File: config.mk
export PLATFORM = sky130hd
export DESIGN_NAME = gpio_cmd_conditioner
export DESIGN_NICKNAME = d
export VERILOG_FILES = /design/src/rtl/gpio_cmd_conditioner.sv
export SDC_FILE = /design/constraint.sdc
export NUM_CORES = 1
export LEC_CHECK = 0
export BUFFER_PORTS_ARGS = -buffer_cell sky130_fd_sc_hd__buf_2
export CAP_MARGIN = 20
export CORE_MARGIN = 2
export CORE_UTILIZATION = 32
export CTS_CLUSTER_SIZE = 20
export DETAILED_ROUTE_END_ITERATION = 7
export SKIP_LAST_GASP = 1
export SLEW_MARGIN = 30
export SYNTH_ARGS = -nofsm -noshare
export SYNTH_HDL_FRONTEND = slang
export SYNTH_SLANG_ARGS = --single-unit
File: constraint.sdc
create_clock -name clk -period 3.3 [get_ports clk]
set_input_delay 0 -clock clk [delete_from_list [all_inputs] [get_ports clk]]
set_output_delay 0 -clock clk [all_outputs]
set_load 0.01 [all_outputs]
File: src/rtl/gpio_cmd_conditioner.sv
`timescale 1ns/1ps
// ============================================================================
// gpio_cmd_conditioner
//
// Purpose
//   Turns raw asynchronous GPIO pins into clean per-channel commands. Each
//   channel goes through three steps:
//     1. A SYNC_STAGES-deep synchronizer chain. The last flop gives the synced
//        level.
//     2. A debouncer. A new synced level is accepted only after it has stayed
//        different from the current debounced level for DEBOUNCE_CYCLES
//        consecutive enabled cycles. Any shorter glitch restarts the count.
//     3. An edge qualifier. It sends a one-cycle gpio_cmd pulse when the
//        debounced level changes in a direction enabled by edge_mode. It also
//        sets a sticky cmd_pending flag that software clears with cmd_clr.
//
//   A pin that changes before edge 0 and then holds updates gpio_level on
//   edge SYNC_STAGES + DEBOUNCE_CYCLES - 1.
//
// Parameters
//   NUM_CH          number of independent channels, 1..16
//   SYNC_STAGES     synchronizer depth, >= 2
//   DEBOUNCE_CYCLES stable synced cycles needed to accept a level, 1..255
//
// Ports
//   clk          in   single clock, rising-edge
//   rstb         in   asynchronous active-low reset
//   ena          in   block enable. When low, all state holds, gpio_cmd
//                     reads 0 and cmd_clr is ignored.
//   gpio_in      in   [NUM_CH]     raw pins
//   edge_mode    in   [2*NUM_CH]   bits [2i+1:2i] for channel i:
//                                  00 none, 01 rising, 10 falling, 11 both
//   cmd_clr      in   [NUM_CH]     clears cmd_pending[i]. A set on the same
//                                  edge wins over the clear.
//   gpio_level   out  [NUM_CH]     debounced level
//   gpio_cmd     out  [NUM_CH]     registered one-cycle command pulse
//   cmd_pending  out  [NUM_CH]     sticky command flag
// ============================================================================
module gpio_cmd_conditioner #(
    parameter int NUM_CH          = 2,
    parameter int SYNC_STAGES     = 2,
    parameter int DEBOUNCE_CYCLES = 4
) (
    input  logic                  clk,
    input  logic                  rstb,
    input  logic                  ena,
    input  logic [NUM_CH-1:0]     gpio_in,
    input  logic [2*NUM_CH-1:0]   edge_mode,
    input  logic [NUM_CH-1:0]     cmd_clr,
    output logic [NUM_CH-1:0]     gpio_level,
    output logic [NUM_CH-1:0]     gpio_cmd,
    output logic [NUM_CH-1:0]     cmd_pending
);

    // ------------------------------------------------------------------------
    // Elaboration-time parameter checks
    // ------------------------------------------------------------------------
    if (NUM_CH < 1 || NUM_CH > 16) begin : g_bad_num_ch
        $error("gpio_cmd_conditioner: NUM_CH=%0d outside 1..16", NUM_CH);
    end
    if (SYNC_STAGES < 2) begin : g_bad_sync_stages
        $error("gpio_cmd_conditioner: SYNC_STAGES=%0d below 2", SYNC_STAGES);
    end
    if (DEBOUNCE_CYCLES < 1 || DEBOUNCE_CYCLES > 255) begin : g_bad_debounce
        $error("gpio_cmd_conditioner: DEBOUNCE_CYCLES=%0d outside 1..255",
               DEBOUNCE_CYCLES);
    end

    localparam int CNT_W = $clog2(DEBOUNCE_CYCLES + 1);

    // The count at which the next differing cycle would reach DEBOUNCE_CYCLES.
    // At that point the level is accepted instead of incrementing again.
    localparam logic [CNT_W-1:0] CNT_LAST = CNT_W'(DEBOUNCE_CYCLES - 1);

    // ------------------------------------------------------------------------
    // Per-channel datapath. Channels share nothing but clk, rstb and ena.
    // ------------------------------------------------------------------------
    for (genvar i = 0; i < NUM_CH; i++) begin : g_ch
        logic [SYNC_STAGES-1:0] sync_q;
        logic [CNT_W-1:0]       cnt_q;
        logic                   level_q;
        logic                   cmd_q;
        logic                   pend_q;

        logic                   synced;
        logic [1:0]             mode;
        logic                   accept;
        logic                   cmd_d;

        assign synced = sync_q[SYNC_STAGES-1];
        assign mode   = edge_mode[2*i +: 2];

        // The debounced level flips on this edge.
        assign accept = (synced != level_q) && (cnt_q == CNT_LAST);

        // Direction is judged from the value being accepted.
        // mode[0] enables rising edges and mode[1] enables falling edges.
        // edge_mode is only looked at while accept is high, so changing the
        // mode at any other time cannot create a command.
        assign cmd_d = accept && (synced ? mode[0] : mode[1]);

        // NOTE: sequential state uses non-blocking assignments so every flop
        // samples the pre-edge values. The synchronizer chain relies on this
        // to shift by exactly one stage per edge.
        always_ff @(posedge clk or negedge rstb) begin
            if (!rstb) begin
                // NOTE: the synchronizer flops are reset too, so the block
                // always restarts from a known all-zero state. A pin that is
                // high at release then appears as an ordinary rising edge.
                sync_q  <= '0;
                cnt_q   <= '0;
                level_q <= 1'b0;
                cmd_q   <= 1'b0;
                pend_q  <= 1'b0;
            end else if (ena) begin
                sync_q <= {sync_q[SYNC_STAGES-2:0], gpio_in[i]};

                if (synced == level_q) begin
                    cnt_q <= '0;
                end else if (cnt_q == CNT_LAST) begin
                    level_q <= synced;
                    cnt_q   <= '0;
                end else begin
                    cnt_q <= cnt_q + CNT_W'(1);
                end

                cmd_q  <= cmd_d;
                // A set on the same edge as a clear wins.
                pend_q <= cmd_d | (pend_q & ~cmd_clr[i]);
            end else begin
                // While disabled, only the pulse output is forced low.
                // Everything else holds, and nothing is replayed on resume.
                cmd_q <= 1'b0;
            end
        end

        assign gpio_level[i]  = level_q;
        assign gpio_cmd[i]    = cmd_q;
        assign cmd_pending[i] = pend_q;
    end

endmodule

# After elaboration in Yosys (flattened, before gate mapping)
# Cells that the tools add are included.
[classes]
div = 0
n_lt_le_gt_ge = 0
shifts = 0
bitwise_logic = 8
n_mux = 8
n_mul = 0
addsub = 2
eq_ne = 6
n_reduce_logical = 6
[ops]
columns = ["cell", "count"]
rows = [
  ["two-way mux 3 bit", 4],
  ["adder 3 x 1 -> 3 bit, second input constant", 2],
  ["equality test 3 x 2 -> 1 bit, second input constant", 2],
  ["AND reduction 3 bit", 2],
  ["logical AND 1 bit", 4],
  ["two-way mux 1 bit", 4],
  ["inverter 1 bit", 4],
  ["bitwise AND 1 bit", 2],
  ["equality test 1 bit", 2],
  ["inequality test 1 bit", 2],
  ["OR 1 bit", 2],
]
[totals]
output_inout_bits = 6
latchBits = 0
romBits = 0
memories = 0
ff_bits = 16
ram_bits = 0
in_bits = 11

# Logic depth before layout (Yosys ltp)
# Gate-level depths: netlist of run 1.
[depth]
word_depth = 4
ltp_mapped = 4
depth_no_buf = 4

# Least setup slack after synthesis of run 1
# OpenSTA, ideal clock, no wires.
[synth_path]
path_type = "register to register"
from = "reg g_ch[0].cnt_q[0]"
to = "reg g_ch[0].level_q"
required_time_ns = 3.175
period_less_slack_ns = 1.155
setup_time_ns = 0.125
path_buffers = 0
path_stages_with_launch = 4
t_arrival_ns = 1.030
setup_slack_ns = 2.145
cell_sequence = "dfrtp_1 ha_1 nand3b_1 mux2_2"
[synth_between]
elab_chain_cells = 2
[synth_lines]
columns = ["item", "line", "rtl"]
rows = [
  ["start, declared", "80", "logic [CNT_W-1:0] cnt_q;"],
  ["start signal, assigned", "124", "cnt_q <= cnt_q + CNT_W'(1);"],
  ["equality test 3 x 2 -> 1 bit", "120", "end else if (cnt_q == CNT_LAST) begin"],
  ["AND reduction 3 bit (no source line)", "n/a", ""],
  ["end signal, assigned", "121", "level_q <= synced;"],
  ["end, declared", "81", "logic level_q;"],
]
# No other way between the ends.
# A chain may end at the register's enable or synchronous reset.

# Worst setup path after layout of run 1
[layout_path]
from = "reg g_ch[1].cnt_q[0]"
to = "reg g_ch[1].cmd_q"
[layout_between]
elab_chain_cells = 4
[layout_lines]
columns = ["item", "line", "rtl"]
rows = [
  ["start, declared", "80", ""],
  ["start signal, assigned", "124", ""],
  ["equality test 3 x 2 -> 1 bit", "94", "assign accept = (synced != level_q) && (cnt_q == CNT_LAST);"],
  ["logical AND 1 bit", "94", ""],
  ["logical AND 1 bit", "100", "assign cmd_d = accept && (synced ? mode[0] : mode[1]);"],
  ["two-way mux 1 bit", "115", "end else if (ena) begin"],
  ["end signal, assigned", "127", "cmd_q <= cmd_d;"],
  ["end, declared", "82", "logic cmd_q;"],
]
# No other way between the ends.

==> results of run 1 <==
-- power by group --
group          internal, mW  total [mW]  switching, mW
sequential            0.237       0.270         0.0329
combinational        0.0808       0.153         0.0724
clock                0.0672       0.130         0.0632
-- worst paths after layout --
| kind | start | end | cells after the start |
|---|---|---|---|
| hold / removal | edge_mode[0] | g_ch[0].cmd_q$_DFF_PN0_ | 3 |
| min in group asynchronous | rstb | g_ch[1].pend_q$_DFFE_PN0P_ | 2 |
| hold reg to reg | g_ch[1].pend_q$_DFFE_PN0P_ | g_ch[1].pend_q$_DFFE_PN0P_ | 1 |
| max in group asynchronous | rstb | g_ch[0].pend_q$_DFFE_PN0P_ | 2 |
| setup reg to reg | g_ch[1].cnt_q[0]$_DFFE_PN0P_ | g_ch[1].cmd_q$_DFF_PN0_ | 4 |
| setup / recovery | g_ch[1].cnt_q[0]$_DFFE_PN0P_ | g_ch[1].cmd_q$_DFF_PN0_ | 4 |
-- layout by cell type, fill, tap and decap left out, drive strengths merged --
cell type	instances
nand2	4
inv	3
mux2	6
nand2b	2
dlygate4sd3	7
mux2i	2
nand3b	5
ha	2
dfrtp	16
xnor2	2
and2	2
o21ai	2
nand3	1
o22ai	3
buf	16
nor3	1
clkbuf	4
a21oi	1
a21o	2
-- metal layers --
layer	wire, um	global-route usage
met5	0	0
met4	32	0.0921
met3	39	0.0172
met2	633	0.173
met1	569	0.139
-- cells by family after synthesis --
kind of cell / Yosys count
XOR/XNOR: 2
buffers and inverters: 11
AO/OA/AOI/OAI: 8
multiplexers: 8
AND/OR/NAND/NOR: 15
adder cells (fa/ha/maj): 2
flip-flops: 16
-- through the flow --
step | worst slack [ns] | util | total power [mW] | cell area (um^2)
finish | 1.83 | 0.413 | 0.554 | 905
global route | 1.73 | 0.413 | 0.598 | 905
CTS | 1.80 | 0.413 | 0.563 | 905
detailed placement | 2.08 | 0.364 | 0.426 | 798
global placement | 2.13 | 0.364 | 0.414 | 798
floorplan | 2.14 | - | 0.396 | 738
-- final cells by class --
class	count	area, um^2
well taps	28	35.0
clock buffers	4	36.3
multi-input cells	35	272
fillers	217	1290
repair buffers	23	150
inverters	3	11.3
flip-flops and latches	16	400
-- state kept, by name, summed over array words and instances, names as in the netlist --
signal,cells
g_ch.pend_q,2
g_ch.cmd_q,2
g_ch.level_q,2
g_ch.sync_q,4
g_ch.cnt_q,6
-- worst reg2reg max path: stages, from the launching register on --
cell	delay, ns
dfrtp_1	0.36
ha_1	0.20
nand3b_1	0.11
a21oi_1	0.18
dlygate4sd3_1	0.56
-- timing repair --
action	CTS	global route
hold endpoints to repair	21	0
endpoints found under the setup margin	0	0
hold buffers	7	0
==> flow_summary.ini, run 1 <==
[logic_synthesis]
yosys-top-cells-area = dfrtp_1, mux2_2, buf_4, nand3b_1, ha_1
syn_area_um2 = 738
synth_fa_ha_area_frac = 0.0339
synth_nets = 75
netlist.top_cell.by_area = dfrtp_1
yosys_warnings = 0
muxShareOfSynthArea = 0.119
synthDistinctLibCells = 18
seq_area_frac_synth = 0.542
synth_edf_count = 0
synthSimpleGateAreaFrac = 0.125
synth_area_per_cell_um2 = 11.9
yosys.area.top_type_share = 0.542
ys_ff_latch = 16
synth-async-reset-ratio = 1.00
synth_commonest_cells = dfrtp_1, buf_4, mux2_2, nand3b_1, nand2_1
syn_inst = 62
ys.flop_type = dfrtp_1
synth-xor-area-share = 0.0237
synth_top_family_by_area = simple AND/OR/NAND/NOR gates
synth-compound-area-share = 0.0661
yosysMostFrequentCell = dfrtp_1

[critical_path]
startpoint_type = flop
cp_slowest_cell = dlygate4sd3_1
cp.arrival_ns = 1.71
path_cells = ha_1 -> nand3b_1 -> a21oi_1 -> dlygate4sd3_1
cp_data_required_time_ns = 3.53
reg2reg_slack_ns = 1.83
critPathCaptureType = flop
cpPeakStageDelay_ns = 0.56
critical_path.top_delay_family = buffers and inverters
crit_type = flop to flop
critPathMaxFanout = 3
critical_path_buf_inv_count = 1

[routing]
antenna_left = 0
routed_wl_mm = 1.28
drc = 0
num_vias = 496
drtIter0Drc = 3
via_per_inst = 4.55
dr.pass1.iters = 2
wl_per_cell_um = 11.7

[global_route]
grt_max_degree = 19
gr-total-overflow = 0
grt_pass1_vias = 492
track_usage = 0.113
grt_first_pass_wirelength_mm = 2.13
grt_antenna_before_repair = 0

[cts]
clock-sinks = 16
clk_path_buf_depth = 2
cts_tree = yes
cts_setup_buffers = 0
cts_root_buf = clkbuf_4
cts_max_level = 1
ctsResizeCount = 0
clk_pin_slew_worst_paths_ns = 0.09
clk_latency_ns = 0.29
numCtsBuffers = 3

[sta]
min_period_over_period = 0.446
setup_violations = 0
finalCriticalPeriod_ns = 1.47
relSlewSlack = 0.762
fin_worst_skew_ns = 0.00102
final_max_slew_viol_count = 0
hold_ws_ns = 0.0691
fmax_mhz = 679
worstMarginPinSlew_ns = 0.355
rsz0062_at_grt = false
setup_tns_ns = 0
hold_viol_final = 0

[die]
coreArea_um2 = 2190
initial_core_util = 0.337
pin_count = 17
num_rows = 17
die_h_um = 52.0
die_w_um = 52.0
die_area_um2 = 2710

[final_layout]
fin_nets = 95
syn_to_final_growth_pct = 22.5
stdcell_count = 109
antennaDiodeCount = 0
drive_above_1_share = 0.333

[place]
gp_congestion = 0.681
io_buffers = 16
place_inst = 98
dpl.hpwl_um = 911

[power]
power.density_nw_per_um2 = 612
leakage_nw = 0.450
power.ir.vdd_worst_mv = 0.213

[run_status]
status = finished clean

[run]
drv_cap = 0

[min_path]
hold_path.class = primary input to flop
No activity file was read; power rests on OpenSTA's default activity.
==> inputs of run 2 (changes only) <==
--- a/config.mk
+++ b/config.mk
@@ -5,6 +5,7 @@
 export SDC_FILE = /design/constraint.sdc
 export NUM_CORES = 1
 export LEC_CHECK = 0
+export ABC_AREA = 1
 export BUFFER_PORTS_ARGS = -buffer_cell sky130_fd_sc_hd__buf_2
 export CAP_MARGIN = 20
 export CORE_MARGIN = 2
==> constraint.sdc (replaced) <==
create_clock -name clk -period 1.3 [get_ports clk]
set_input_delay 0 -clock clk [delete_from_list [all_inputs] [get_ports clk]]
set_output_delay 0 -clock clk [all_outputs]
set_load 0.01 [all_outputs]
==> run 2 against run 1 <==
Non-clock buffer count down 1; wire length down 1.1%; via count up 23%; critical endpoint is now g_ch[0].level_q$_DFFE_PN0P_; largest cell class unchanged.
==> flow_summary.ini, run 2 <==
[final_layout]
largest_reg_flops = 6
antennaDiodeCount = 0
syn_to_final_growth_pct = 16.5
final_cell_area_um2 = 921
final_common_cell = nand2_1
fillers = 247
top_register = g_ch.cnt_q
final_cell_mix = nand2_1, dfrtp_1, buf_2
fin_nets = 124
reg_top3 = g_ch.cnt_q: 6 flops, g_ch.sync_q: 4 flops
fin_util = 0.382
drive_above_1_share = 0.275

[routing]
via_per_inst = 4.37
routed_wl_mm = 1.26
antenna_left = 0
wl_per_cell_um = 9.07
num_vias = 608
dr.pass1.iters = 3
drc = 0
drtIter0Drc = 2

[place]
gp_congestion = 0.740
io_buffers = 16
dpl.hpwl_um = 941
placed_cell_area_um2 = 848

[critical_path]
cp-startpoint = g_ch[0].cnt_q[0]$_DFFE_PN0P_
critPathCaptureType = flop
startpoint_type = flop
cp.arrival_ns = 1.22
ff2ff_path_depth = 6
reg2reg_slack_ns = 0.26
endpoint = g_ch[0].level_q$_DFFE_PN0P_
cp_data_required_time_ns = 1.48
r2r-start = g_ch[0].cnt_q[0]$_DFFE_PN0P_
critPathMaxFanout = 4
crit_type = flop to flop
r2r-end = g_ch[0].level_q$_DFFE_PN0P_

[power]
comb_power_share = 0.269
internal_power_mw = 0.829
seqPwrFrac = 0.522
power_frac_clock = 0.209
switching_share = 0.326
leakage_nw = 0.515
power.ir.vdd_worst_mv = 0.510
p_sw_mw = 0.401
power.density_nw_per_um2 = 1340

[cts]
clk_latency_ns = 0.28
cts_root_buf = clkbuf_4
numCtsBuffers = 3
cts_tree = yes
clk_path_buf_depth = 2
clock-sinks = 16
cts_max_level = 1
clk_pin_slew_worst_paths_ns = 0.09
cts_setup_buffers = 0

[logic_synthesis]
synth-async-reset-ratio = 1.00
syn_area_um2 = 791
ys.flop_type = dfrtp_1
yosysMostFrequentCell = nand2_1
synth_nets = 105
yosys_warnings = 0
syn_inst = 92
netlist.top_cell.by_area = dfrtp_1
ys_ff_latch = 16
synthDistinctLibCells = 19
synth_commonest_cells = nand2_1, dfrtp_1, inv_1, buf_4, nand2_2
synth_area_per_cell_um2 = 8.60
yosys-top-cells-area = dfrtp_1, nand2_1, buf_4, nand2_2, inv_1
yosys.area.top_type_share = 0.506
seq_area_frac_synth = 0.506
synth_edf_count = 0

[die]
die_h_um = 53.7
initial_core_util = 0.328
num_rows = 18
die_area_um2 = 2880
pin_count = 17
die_w_um = 53.7
coreArea_um2 = 2410

[sta]
worstMarginPinSlew_ns = 0.351
fmax_mhz = 960
setup_tns_ns = 0
setup_violations = 0
hold_viol_final = 0
final_max_slew_viol_count = 0
min_period_over_period = 0.801
fin_worst_skew_ns = 0.000837
relSlewSlack = 0.766
finalCriticalPeriod_ns = 1.04
rsz0062_at_grt = false

[global_route]
grt_pass1_vias = 538
grt_max_degree = 17
track_usage = 0.108
grt_first_pass_wirelength_mm = 2.17
grt_antenna_before_repair = 0
gr-total-overflow = 0

[run_status]
status = finished clean

[min_path]
hold_path.class = primary input to flop

[run]
drv_cap = 0
==> run 2: cell count changes after synthesis, moves of 3 or more <==
cell | before | now
nand3_1 | 1 | 4
nand2_2 | 0 | 5
nand3b_1 | 5 | 1
inv_1 | 3 | 8
nand2_1 | 4 | 33
mux2_2 | 6 | 0
==> run 2: timing repair <==
action | in CTS | in global routing
hold buffers | 5 | 0
endpoints found under the hold margin | 20 | 0
resized for setup | 0 | 0
==> run 2: worst min-delay path by stage <==
stage                      start                     endpoint  slack (ns)  depth (start not counted)
global placement            rstb  g_ch[0].level_q$_DFFE_PN0P_       -0.07                          1
CTS                 edge_mode[3]      g_ch[1].cmd_q$_DFF_PN0_        0.02                          5
finish              edge_mode[3]      g_ch[1].cmd_q$_DFF_PN0_        0.03                          5
floorplan                   rstb      g_ch[0].cmd_q$_DFF_PN0_       -0.30                          0
detailed placement          rstb  g_ch[0].level_q$_DFFE_PN0P_       -0.07                          1
global route        edge_mode[3]      g_ch[1].cmd_q$_DFF_PN0_        0.05                          5
==> run 2: metrics by stage <==
step | setup WS [ns] | power (mW) | hold slack, ns | cells
final | 0.259 | 1.23 | 0.0259 | 139
after global routing | 0.154 | 1.34 | 0.0549 | 139
after CTS | 0.257 | 1.25 | 0.0242 | 139
after detailed placement | 0.272 | 0.981 | -0.0659 | 131
after global placement | 0.287 | 0.961 | -0.0695 | 131
after floorplan | 0.342 | 0.915 | -0.296 | 92
==> run 2: logic make-up (layout without fill, tap and decap cells) <==
kind of cell / after synthesis / after routing / share of synthesized area
flip-flops: 16 / 16 / 0.506
AO/OA/AOI/OAI: 7 / 7 / 0.0491
buffers and inverters: 18 / 35 / 0.133
AND/OR/NAND/NOR: 49 / 49 / 0.280
adder cells (fa/ha/maj): 2 / 2 / 0.0316
==> run 2: critical path, cell delays in order (launching register included) <==
cell	delay (ns)
dfrtp_1	0.38
ha_1	0.15
inv_1	0.06
nor2_2	0.16
nand3_2	0.09
nand2_1	0.06
nand2_1	0.04
==> run 2: power groups by stage <==
stage	logic, mW	clock network [mW]	registers (mW)
after global routing	0.394	0.293	0.654
after detailed placement	0.328	0	0.653
final	0.331	0.257	0.642
after floorplan	0.274	0	0.641
after CTS	0.338	0.271	0.645
after global placement	0.311	0	0.650
==> run 2: layer usage <==
| metal | vias to the layer above | global-route usage | routed length [um] |
|---|---|---|---|
| met5 | - | 0 | 0 |
| met4 | 0 | 0.0769 | 42 |
| met3 | 5 | 0.0333 | 66 |
| met2 | 13 | 0.159 | 561 |
| met1 | 274 | 0.133 | 591 |
| li1 | 316 | - | - |
==> run 2: cell type report <==
| class | count | area (um^2) | area share |
|---|---|---|---|
| multi-input combinational | 58 | 285 | 0.310 |
| inverter | 10 | 37.5 | 0.0408 |
| tap | 30 | 37.5 | 0.0408 |
| clock buffer | 3 | 22.5 | 0.0245 |
| sequential | 16 | 400 | 0.435 |
| timing repair buffer | 22 | 138 | 0.149 |
